**src/rtl/tacometro_pkg.sv**
```systemverilog
// Shared definitions for the pulse tachometer: FSM state codes and default sizing.
package tacometro_pkg;

    localparam logic [1:0] IDLE  = 2'd0;
    localparam logic [1:0] ARMED = 2'd1;
    localparam logic [1:0] COUNT = 2'd2;

    localparam int unsigned CNT_W_DEF           = 16;
    localparam int unsigned DEBOUNCE_CYCLES_DEF = 4;

    typedef enum logic [1:0] {
        StIdle  = IDLE,
        StArmed = ARMED,
        StCount = COUNT
    } estado_t;

endpackage

```
**src/rtl/filtro_entrada.sv**
```systemverilog
// Sensor input conditioning: 2-FF synchronizer, stability filter and rising-edge pulse.
module filtro_entrada
    import tacometro_pkg::*;
#(
    parameter int unsigned DEBOUNCE_CYCLES = DEBOUNCE_CYCLES_DEF
) (
    input  logic clk_in,
    input  logic rst_n,
    input  logic raw_in,
    output logic level_out,
    output logic rise_pulse
);

    localparam int unsigned     DB_W    = $clog2(DEBOUNCE_CYCLES + 1);
    localparam logic [DB_W-1:0] DB_LAST = DB_W'(DEBOUNCE_CYCLES - 1);

    logic            sync1_q, sync2_q;
    logic [DB_W-1:0] db_cnt_q, db_cnt_d;
    logic            level_q, level_d;
    logic            level_prev_q;
    logic            rise_q;

    // The counter tracks how long the synced input has disagreed with the accepted level.
    always_comb begin
        db_cnt_d = '0;
        level_d  = level_q;
        if (sync2_q != level_q) begin
            if (db_cnt_q == DB_LAST) begin
                level_d = sync2_q;
            end else begin
                db_cnt_d = db_cnt_q + DB_W'(1);
            end
        end
    end

    always_ff @(posedge clk_in or negedge rst_n) begin
        if (!rst_n) begin
            sync1_q      <= 1'b0;
            sync2_q      <= 1'b0;
            db_cnt_q     <= '0;
            level_q      <= 1'b0;
            level_prev_q <= 1'b0;
            rise_q       <= 1'b0;
        end else begin
            sync1_q      <= raw_in;
            sync2_q      <= sync1_q;
            db_cnt_q     <= db_cnt_d;
            level_q      <= level_d;
            level_prev_q <= level_q;
            rise_q       <= level_q & ~level_prev_q;
        end
    end

    assign level_out  = level_q;
    assign rise_pulse = rise_q;

endmodule

```
**src/rtl/tacometro_pulsos.sv**
```systemverilog
// Pulse tachometer: counts filtered sensor rising edges per gate window and reports
// the saturated count with a one-cycle valid at every window close.
module tacometro_pulsos
    import tacometro_pkg::*;
#(
    parameter int unsigned CNT_W           = CNT_W_DEF,
    parameter int unsigned DEBOUNCE_CYCLES = DEBOUNCE_CYCLES_DEF
) (
    input  logic             clk_in,
    input  logic             rst_n,
    input  logic             gate_tick,
    input  logic             enc_in,
    input  logic             enable,
    output logic [CNT_W-1:0] count_out,
    output logic             count_valid,
    output logic             overflow
);

    localparam logic [CNT_W-1:0] ACC_MAX = '1;

    estado_t          state_q, state_d;
    logic [CNT_W-1:0] acc_q, acc_d, acc_inc;
    logic [CNT_W-1:0] count_q, count_d;
    logic             ovf_q, ovf_d;
    logic             overflow_q, overflow_d;
    logic             valid_q, valid_d;
    logic             sat_hit;
    logic             evento;
    logic             unused_level;

    // Only the edge pulse drives the counter; the filtered level is not needed here.
    filtro_entrada #(
        .DEBOUNCE_CYCLES(DEBOUNCE_CYCLES)
    ) u_filtro (
        .clk_in    (clk_in),
        .rst_n     (rst_n),
        .raw_in    (enc_in),
        .level_out (unused_level),
        .rise_pulse(evento)
    );

    always_comb begin
        // An event arriving with the accumulator full is lost and flags the window.
        sat_hit    = evento && (acc_q == ACC_MAX);
        acc_inc    = (evento && !sat_hit) ? acc_q + CNT_W'(1) : acc_q;
        state_d    = state_q;
        acc_d      = acc_q;
        ovf_d      = ovf_q;
        count_d    = count_q;
        overflow_d = overflow_q;
        valid_d    = 1'b0;
        case (state_q)
            StIdle: begin
                acc_d = '0;
                ovf_d = 1'b0;
                if (enable) begin
                    state_d = StArmed;
                end
            end
            StArmed: begin
                acc_d = '0;
                ovf_d = 1'b0;
                if (!enable) begin
                    state_d = StIdle;
                end else if (gate_tick) begin
                    state_d = StCount;
                end
            end
            StCount: begin
                if (!enable) begin
                    state_d = StIdle;
                    acc_d   = '0;
                    ovf_d   = 1'b0;
                end else if (gate_tick) begin
                    count_d    = acc_inc;
                    overflow_d = ovf_q | sat_hit;
                    valid_d    = 1'b1;
                    acc_d      = '0;
                    ovf_d      = 1'b0;
                end else begin
                    acc_d = acc_inc;
                    ovf_d = ovf_q | sat_hit;
                end
            end
            default: begin
                state_d = StIdle;
                acc_d   = '0;
                ovf_d   = 1'b0;
            end
        endcase
    end

    always_ff @(posedge clk_in or negedge rst_n) begin
        if (!rst_n) begin
            state_q    <= StIdle;
            acc_q      <= '0;
            ovf_q      <= 1'b0;
            count_q    <= '0;
            overflow_q <= 1'b0;
            valid_q    <= 1'b0;
        end else begin
            state_q    <= state_d;
            acc_q      <= acc_d;
            ovf_q      <= ovf_d;
            count_q    <= count_d;
            overflow_q <= overflow_d;
            valid_q    <= valid_d;
        end
    end

    assign count_out   = count_q;
    assign count_valid = valid_q;
    assign overflow    = overflow_q;

endmodule

```
**config.mk**
```make
export PLATFORM = sky130hd
export DESIGN_NAME = tacometro_pulsos
export DESIGN_NICKNAME = d
export VERILOG_FILES = /design/src/rtl/tacometro_pkg.sv /design/src/rtl/filtro_entrada.sv /design/src/rtl/tacometro_pulsos.sv
export SDC_FILE = /design/constraint.sdc
export NUM_CORES = 1
export LEC_CHECK = 0
export CORE_MARGIN = 2
export CORE_UTILIZATION = 28
export CTS_CLUSTER_DIAMETER = 80
export CTS_CLUSTER_SIZE = 28
export DETAILED_ROUTE_END_ITERATION = 16
export PLACE_DENSITY = 0.55
export SLEW_MARGIN = 10
export SYNTH_ARGS = -nofsm -noshare
export SYNTH_HDL_FRONTEND = slang
export SYNTH_SLANG_ARGS = --single-unit
```
**constraint.sdc**
```tcl
create_clock -name clk_in -period 1.8 [get_ports clk_in]
set_clock_uncertainty 0.1 [all_clocks]
set_input_delay 0.36 -clock clk_in [delete_from_list [all_inputs] [get_ports clk_in]]
set_output_delay 0.36 -clock clk_in [all_outputs]
set_load 0.05 [all_outputs]
```
==> summary.md <==
| Metric | Value |
|---|---|
| Design area | `2690 um^2` |
| Worst R2R Start | `acc_q[15]` |
| H-tree depth | `2` |
| Final WL | `~4.2 mm` |
| Final core utilization | `0.398` |
| GR Overflow Total | `0` |
| Via/cell ratio | `just under 5` |
| Area grow syn2layout | `37.6%` |
| Seq/Total Area, Yosys | `0.576` |
| Post-DP HPWL | `roughly 3.0 mm` |
| Hold crit path type | `reg -> reg` |
| Root Buffer | `clkbuf_8` |
| CTS Buf Count | `5` |
| Cell row count | `30` |
| Failing checks | `negative setup slack` |
| WL/cell | `between 10 and 15 um` |
| Non-filler cells in the finished layout | `between 300 and 400` |
| Metal-1 WL | `about 2 mm` |
| Post-synth top area share | `0.576` |
| Unrepaired setup endpoints after global routing | `true` |
| Mapped Nets | `~190` |
| Starting Density | `0.289` |
| FF/Latch Area | `1130 um^2` |
| Top layer in use | `met4` |
| I/O pins | `23` |
| Final worst path period need | `about 1800 ps` |
| Final Hold Viols | `0` |
| Max_slew headroom | `0.707` |
| Number of enable flip-flop cells after synthesis | `0` |
| Share of cells above drive strength 1 | `0.346` |
| Area occupied by multi-input gates | `around 880 um^2` |
| Synth cell count leaders | `dfrtp_1 (45), nor2_1 (19), nand2_1 (17)` |
| Die ar. | `7660 um^2` |
| Routability cong. | `0.873` |
| Final worst slack | `-41.8 ps` |
| TritonRoute pass-1 iters | `2` |
| Syn Inst Count | `between 150 and 200` |
| Clock Latency Late Sink | `roughly 300 ps` |
| CTS Sinks | `between 40 and 50` |
| CTS tree | `yes` |
| Synth cell types | `42` |
| Metal3 WL | `between 100 and 150 um` |
| DIE WIDTH | `~88 um` |
| Cell taking the most area after synthesis | `dfrtp_1` |
| WP data arrival | `1970 ps` |
| Antenna violations before repair | `0` |
| F_max | `approximately 540 MHz` |
| Main area contributors after synthesis | `dfrtp_1 (58%), nor2_1 (3.6%), o21ai_0 (3.6%)` |
| PwrDens | `approximately 1000 nW/um^2` |
| Synth Register Bits | `45` |
| Top-count cell post-synth | `dfrtp_1` |
| Final setup fails | `2` |
| 1st-iter DRT viols | `44` |
| Hold Crit Start | `u_filtro.sync1_q` |
| Least-Margin Pin Slew | `439 ps` |
| Placement Cell Area | `between 2000 and 2500 um^2` |
| Synthesis Warnings | `0` |
| CP Class | `reg -> reg` |
| Clk slew on worst S/H paths | `90 ps` |
| Via count | `around 1,500` |
| VDD IR max | `about 0.68 mV` |
| Routed Antenna Nets | `0` |
| Mapped Avg Cell Area | `10.9 um^2` |
| Core Box Area | `between 6000 and 7000 um^2` |
| Nets | `240` |
| Crit-path max FO | `3` |
| Total GRT Usage | `0.117` |
| Status | `finished with violations` |
| Required @ worst endpoint | `between 1500 and 2000 ps` |
| Routed met2 length | `around 2.0 mm` |
| IO buf count | `22` |
| Cell count after placement | `298` |
| Crit end category | `register` |
| Largest net degree at the start of global routing | `29` |
| Drt drc | `0` |
| Post-synthesis async set-or-reset flop share | `1.00` |
| Fill cells | `697` |
| Primary FF master, synth | `dfrtp_1` |
| Fin crit share | `1.02` |
| Vias in the first global route | `approximately 1,500` |
| Max_cap viols | `0` |
| Max Buffers Root-to-Sink | `2` |
| Crit. Startpoint | `acc_q[15]` |
| Leakage | `around 1.2 nW` |
| Antenna Cells | `0` |
| Die height | `between 80 and 90 um` |
| Crit start category | `register` |
| First-pass GRT wire length | `6.99 mm` |
| Synth Cell Area | `roughly 2000 um^2` |
| Max Slew Vio Count | `0` |
## registers in the layout, summed over array words and instances (netlist names)
| signal | flops |
|---|---|
| acc_q | 16 |
| count_out | 16 |
| u_filtro.db_cnt_q | 3 |
| state_q | 2 |
| count_valid | 1 |
| overflow | 1 |
| ovf_q | 1 |
| u_filtro.level_out | 1 |
| u_filtro.level_prev_q | 1 |
| u_filtro.rise_pulse | 1 |
| u_filtro.sync1_q | 1 |
| u_filtro.sync2_q | 1 |
## cell usage in the layout (no fill, tap or decap), drive strengths merged, types with 3 or more instances in the layout
cell and instances:
a21oi 10, a31oi 7, and4 4, buf 48, clkbuf 5, clkdlybuf4s50 3, dfrtp 45, mux2i 3
nand2 17, nand3 6, nand4 5, nor2 19, nor2b 3, o21ai 15, o31ai 5, or3 5
or4 4, xnor2 3
## per-stage QoR
stage                     setup slack (ps)  hold WS (ps)  setup TNS (ps)  total power [mW]
after detailed placement             -48.7           235            -307              1.90
after global placement               -25.4           232           -66.2              1.89
after floorplan                       22.8         -35.6               0              1.65
after global routing                  -114           278            -881              2.96
final                                -41.8           261           -74.5              2.80
after CTS                            -54.6           264            -135              2.83
## path summary, 6_finish.rpt
path                       cells after the start                to  slack (ps)
max in group asynchronous                      3          acc_q[2]         670
max reg2reg                                    4     count_out[14]         -40
min in group asynchronous                      2     count_out[12]         420
max                                            4     count_out[14]         -40
min reg2reg                                    0  u_filtro.sync2_q         260
min                                            0  u_filtro.sync2_q         260
## area by class of cell
cell class	instances	area share
Sequential cell	45	0.421
Multi-Input combinational cell	127	0.326
Timing Repair Buffer	52	0.162
Tap cell	80	0.0372
Clock buffer	5	0.0256
Clock inverter	3	0.0256
Inverter	2	0.00279
## timing repair
item,CTS,global route
endpoints found under the hold margin,17,0
buffers inserted,1,6
hold buffers,1,0
endpoints found under the setup margin,11,21
pin swaps,1,7
resized for setup,4,18
## where the power goes
group          internal [mW]  switching, mW  leakage, nW
sequential              1.14         0.0762        0.592
clock                  0.559          0.363       0.0687
combinational          0.244          0.421        0.512
## cell families after synthesis
logic type | share of synthesized area
compound gates | 0.126
flops | 0.576
simple gates | 0.223
buf+inv | 0.0179
mux | 0.0211
xor+xnor | 0.0224
fa+ha+maj | 0.0128
## routing by layer
metal | track usage | vias up
met4 | 0.0462 | 0
met3 | 0.0292 | 9
met1 | 0.150 | 739
met2 | 0.191 | 25
met5 | 0 | -
li1 | - | 761
## worst max-delay path, stage by stage, from the launching register on
cell	delay, ps
dfrtp_1	400
and4_1	240
or4_4	520
or3_1	340
a31oi_1	170
Power figures use the tool's default switching activity.
